[src/rtl/ula_arbitro_2p.sv]
// Round-robin front-end sharing one ula_8bits between two requesters; response 2 cycles after acceptance, held until Resp_Ready.
// Optional feature: define ULA_ARB_CHECA_DIV0_EN to flag division/remainder by zero (Resultado=16'hFFFF, Erro=1).

module ula_8bits (
  input  logic [7:0]  a,
  input  logic [7:0]  b,
  input  logic [3:0]  sel_op,
  output logic [15:0] resultado,
  output logic        ilegal
);

  always_comb begin
    resultado = 16'h0000;
    ilegal    = 1'b0;
    case (sel_op)
      4'b0000: resultado = {8'h00, a + b};
      4'b0001: resultado = {8'h00, a - b};
      4'b0010: resultado = {8'h00, a} * {8'h00, b};
      // Division by zero yields zero here; the front-end may override it.
      4'b0011: if (b != 8'h00) resultado = {8'h00, a / b};
      4'b0100: if (b != 8'h00) resultado = {8'h00, a % b};
      4'b0110: resultado = {8'h00, a & b};
      4'b0111: resultado = {8'h00, a | b};
      4'b1000: resultado = {8'h00, ~(a & b)};
      4'b1001: resultado = {8'h00, ~(a | b)};
      4'b1010: resultado = {8'h00, a ^ b};
      4'b1011: resultado = {8'h00, ~a};
      default: ilegal = 1'b1;
    endcase
  end

endmodule

module ula_arbitro_2p (
  input  logic        clk,
  input  logic        rst,
  input  logic        Req_Valid_0,
  input  logic        Req_Valid_1,
  output logic        Req_Ready_0,
  output logic        Req_Ready_1,
  input  logic [7:0]  A_0,
  input  logic [7:0]  B_0,
  input  logic [7:0]  A_1,
  input  logic [7:0]  B_1,
  input  logic [3:0]  Sel_Op_0,
  input  logic [3:0]  Sel_Op_1,
  output logic        Resp_Valid,
  input  logic        Resp_Ready,
  output logic        Resp_Id,
  output logic [15:0] Resultado,
  output logic        Maior,
  output logic        Menor,
  output logic        Igual,
  output logic        Erro
);

  typedef enum logic [1:0] {OCIOSO, EXECUTA, RESPONDE} estado_t;

  estado_t     estado;
  logic        ptr;
  logic [7:0]  a_q;
  logic [7:0]  b_q;
  logic [3:0]  op_q;
  logic        id_q;
  logic        resp_valid_q;
  logic [15:0] resultado_q;
  logic        maior_q;
  logic        menor_q;
  logic        igual_q;
  logic        erro_q;

  logic        grant_id;
  logic        algum;
  logic [15:0] alu_res;
  logic        alu_ilegal;
  logic        div_zero;
  logic [15:0] res_final;
  logic        erro_final;

  // Pointer only matters under contention; a lone requester always wins.
  assign algum    = Req_Valid_0 | Req_Valid_1;
  assign grant_id = (Req_Valid_0 && Req_Valid_1) ? ptr : Req_Valid_1;

  assign Req_Ready_0 = !rst && (estado == OCIOSO) && Req_Valid_0 && (grant_id == 1'b0);
  assign Req_Ready_1 = !rst && (estado == OCIOSO) && Req_Valid_1 && (grant_id == 1'b1);

  ula_8bits u_ula (
    .a         (a_q),
    .b         (b_q),
    .sel_op    (op_q),
    .resultado (alu_res),
    .ilegal    (alu_ilegal)
  );

`ifdef ULA_ARB_CHECA_DIV0_EN
  assign div_zero = ((op_q == 4'b0011) || (op_q == 4'b0100)) && (b_q == 8'h00);
`else
  assign div_zero = 1'b0;
`endif

  assign res_final  = alu_ilegal ? 16'h0000 : (div_zero ? 16'hFFFF : alu_res);
  assign erro_final = alu_ilegal | div_zero;

  always_ff @(posedge clk or posedge rst) begin
    if (rst) begin
      estado       <= OCIOSO;
      ptr          <= 1'b0;
      a_q          <= 8'h00;
      b_q          <= 8'h00;
      op_q         <= 4'h0;
      id_q         <= 1'b0;
      resp_valid_q <= 1'b0;
      resultado_q  <= 16'h0000;
      maior_q      <= 1'b0;
      menor_q      <= 1'b0;
      igual_q      <= 1'b0;
      erro_q       <= 1'b0;
    end else begin
      case (estado)
        OCIOSO: begin
          resp_valid_q <= 1'b0;
          if (algum) begin
            a_q    <= grant_id ? A_1 : A_0;
            b_q    <= grant_id ? B_1 : B_0;
            op_q   <= grant_id ? Sel_Op_1 : Sel_Op_0;
            id_q   <= grant_id;
            ptr    <= ~grant_id;
            estado <= EXECUTA;
          end
        end
        EXECUTA: begin
          resultado_q  <= res_final;
          erro_q       <= erro_final;
          maior_q      <= (a_q > b_q);
          menor_q      <= (a_q < b_q);
          igual_q      <= (a_q == b_q);
          resp_valid_q <= 1'b1;
          estado       <= RESPONDE;
        end
        RESPONDE: begin
          if (Resp_Ready) begin
            resp_valid_q <= 1'b0;
            estado       <= OCIOSO;
          end
        end
        default: begin
          resp_valid_q <= 1'b0;
          estado       <= OCIOSO;
        end
      endcase
    end
  end

  assign Resp_Valid = resp_valid_q;
  assign Resp_Id    = id_q;
  assign Resultado  = resultado_q;
  assign Maior      = maior_q;
  assign Menor      = menor_q;
  assign Igual      = igual_q;
  assign Erro       = erro_q;

endmodule

[config.mk]
export PLATFORM = sky130hd
export DESIGN_NAME = ula_arbitro_2p
export DESIGN_NICKNAME = d
export VERILOG_FILES = /design/src/rtl/ula_arbitro_2p.sv
export SDC_FILE = /design/constraint.sdc
export NUM_CORES = 1
export LEC_CHECK = 0
export ABC_AREA = 1
export CORE_MARGIN = 4
export CORE_UTILIZATION = 35
export DETAILED_ROUTE_END_ITERATION = 16
export PLACE_DENSITY = 0.61
export SETUP_SLACK_MARGIN = 0.5
export SYNTH_ARGS = -nofsm -noshare
export SYNTH_HDL_FRONTEND = slang
export SYNTH_HIERARCHICAL = 1
export SYNTH_SLANG_ARGS = --single-unit
[constraint.sdc]
create_clock -name clk -period 8.8 [get_ports clk]
set_input_delay 1.76 -clock clk [delete_from_list [all_inputs] [get_ports clk]]
set_output_delay 1.76 -clock clk [all_outputs]
set_load 0.005 [all_outputs]
==> results by group <==
Yosys
  • Synth area leaders: ha_1 (18%), dfrtp_1 (15%), nand2_1 (11%), fa_1 (10%), inv_1 (9.8%)
  • Average size of a mapped cell: 7.12 µm²
  • Post-Syn Nets: 1240
  • #FFs+latches synth: 45
  • Share of the synthesized area in the top cell type: 18.1%
  • Yosys cell types: 62
  • Cell count after synthesis: 1049
  • Synth warn: 6
  • Number of flops mapped to enable cells by yosys: 0
  • Synthesized cell area: 7470 µm²
  • Post-synth top cells: nand2_1 (226), inv_1 (196), ha_1 (108)
  • Area leader, netlist: ha_1
  • Ys flop type: dfrtp_1
  • Part of the Yosys area used for sequential elements: 15.1%
  • Async set-reset flop share out of synthesis: 100%
  • Top-count cell post-synth: nand2_1

Final layout
  • Fill count: 1981
  • Cell area after layout: 10100 µm²
  • Reg area: 1130 µm²
  • Layout area overhead: 34.8%
  • Diode count: 0
  • Multi-input logic area: 6310 µm²
  • NumNets Final: 1370
  • Final core utilization: 47.9%
  • Share of layout cells above drive strength 1: 25.1%

Timing
  • Fin crit period: 8690 ps
  • Slew Viols, Final: 0
  • Clock skew: 3.20 ps
  • Final setup vio count: 0
  • Endpoints failing hold: 0
  • Max Freq: 0.115 GHz
  • Final period utilization: 98.7%
  • Worst slew pin tran: 812 ps
  • Slew headroom: 45.9%
  • RSZ-0062 raised after global routing: yes

Hold path
  • Hold path depth: 2
  • Min-Delay Endpoint: Menor$_DFFE_PP0P_
  • Hold WC Path Type: flip-flop to flip-flop
  • Worst hold path startpoint: Menor$_DFFE_PP0P_

Placed design
  • HPWL after DPL: 17300 µm
  • Gpl congestion: 0.985
  • IO buf count: 68
  • Dpl cell area: 8890 µm²

Die
  • # rows: 53
  • Starting Density: 35.6%
  • Placeable Area: 21000 µm²
  • Die width: 154 µm
  • Die Ht: 154 µm
  • Die area: 23800 µm²
  • I/O pin cnt: 69

Critical path
  • Critical Path Start Type: flip-flop
  • Reg2reg end: Resultado[5]$_DFFE_PP0P_
  • CP endpoint kind: flip-flop
  • Most used cell, CP: nand2_2
  • R2R cell count: 64
  • R2r setup slk: 110 ps
  • Crit Path Class: flip-flop to flip-flop
  • CP bufs+invs: 10
  • CP top delay family: simple AND/OR/NAND/NOR gates
  • CP max-delay cell: dfrtp_2
  • Reg2reg start: b_q[0]$_DFFE_PP0P_
  • Required @ worst endpoint: 8980 ps
  • CP arrival: 8860 ps
  • CP max FO: 8
  • Max stage delay on crit path: 420 ps

Clock tree
  • Post-CTS Hold Buffers: 0
  • CTS tree: built
  • Bufs on Longest Clock Path: 2
  • Root Buffer Master: clkbuf_16
  • H-tree Lvls: 2
  • Number of buffers created by CTS: 5
  • CTS Sinks: 45
  • Worst-Skew Late Latency: 290 ps
  • Clk pin slew, worst setup/hold paths: 60 ps

Route
  • DR DRC count: 0
  • Via density: 5.04
  • DR iter-0 viols: 380
  • Drt total wl: 23100 µm
  • Remaining antenna violation count: 0
  • DR pass1 iterations: 5
  • DR WL/cell: 15.9 µm
  • Routed vias: 7321

Flow run
  • MaxCap Viol Count: 0

GRT
  • Antenna violations before repair: 0
  • Total gr overflow: 0
  • GRT Total Usage: 18.6%
  • Vias in the first global route: 7151
  • First-pass GRT wire length: 36400 µm
  • Largest net degree at the start of global routing: 47

Status
  • Status: finished clean
[worst max path at each step]
| stage | to | cells past startpoint | from | slack (ps) |
|---|---|---|---|---|
| 2_1_floorplan | Resultado[1]$_DFFE_PP0P_ | 64 | b_q[0]$_DFFE_PP0P_ | 500 |
| 6_report | Resultado[5]$_DFFE_PP0P_ | 64 | b_q[0]$_DFFE_PP0P_ | 110 |
| 3_3_place_gp | Resultado[6]$_DFFE_PP0P_ | 65 | b_q[0]$_DFFE_PP0P_ | 60 |
| 5_1_grt | Resultado[1]$_DFFE_PP0P_ | 67 | b_q[0]$_DFFE_PP0P_ | -300 |
| 3_5_place_dp | Resultado[1]$_DFFE_PP0P_ | 68 | b_q[0]$_DFFE_PP0P_ | -130 |
| 4_1_cts | Resultado[1]$_DFFE_PP0P_ | 64 | b_q[0]$_DFFE_PP0P_ | 100 |
[timing repair]
item                       CTS  global route
setup endpoints to repair    8             8
pin swaps                   37            81
buffers inserted            33            23
gates resized for setup     43            92
[flip-flops by register name, indices dropped and copies added (netlist names)]
name,flops
Erro,1
Igual,1
Maior,1
Menor,1
Resp_Id,1
Resp_Valid,1
Resultado,16
a_q,8
b_q,8
estado,2
op_q,4
ptr,1
[final cells by class]
type | count | share of cell area (%)
inverters | 202 | 7.91
well taps | 275 | 3.42
flip-flops and latches | 45 | 11.2
multi-input cells | 771 | 62.6
repair buffers | 154 | 13.4
clock buffers | 7 | 1.42
[stage by stage]
step | setup WS (ps) | cells | TNS, ps | hold slack [ps]
final | 112 | 1454 | 0 | 503
after global routing | -299 | 1454 | -2080 | 520
after CTS | 99.7 | 1431 | 0 | 498
after detailed placement | -129 | 1391 | -453 | 469
after global placement | 57.6 | 1391 | 0 | 473
after floorplan | 505 | 1049 | 0 | 453
[worst register-to-register path: cells and delay by family, from the launching register on]
family / cells / cell delay [ps]
simple gates: 33 / 3340
flops: 1 / 420
compound gates: 12 / 1700
fa+ha+maj: 8 / 2130
buf+inv: 10 / 770
xor+xnor: 1 / 220
[layout by cell type (no fill, tap or decap), drive strengths merged, types with 2 or more instances in the layout]
cell type      count
nand2            229
a221oi             5
o21ai             60
buf               86
o22ai             11
clkdlybuf4s50     68
nor2              89
o21bai             4
a21oi             78
inv              200
or3                2
dfrtp             45
nor3              10
ha               108
xnor2              8
o2111ai            3
fa                38
o211ai             7
clkbuf             7
a22o              16
and2               6
nand3             45
nand4              8
a211oi             3
xor2              19
or2                7
[layer usage]
layer	track usage [%]	vias to the layer above	routed length, µm
met1	25.1	3419	10200
met2	31.9	218	11100
met4	4.29	0	464
met5	0	-	0
li1	-	3652	-
met3	2.31	32	1350
[kinds of logic after synthesis]
family                     count (synthesis)  synth area share, %
AOI/OAI and AO/OA                        198                 16.7
and+or+nand+nor                          400                 24.1
DFF                                       45                 15.1
adders and majority gates                146                 28.3
xor gates and xnor gates                  27                 3.16
buffers and inverters                    233                 12.8
Power is not shown: default switching activity piles up to over one toggle a cycle in this logic, so the estimate is an artifact.
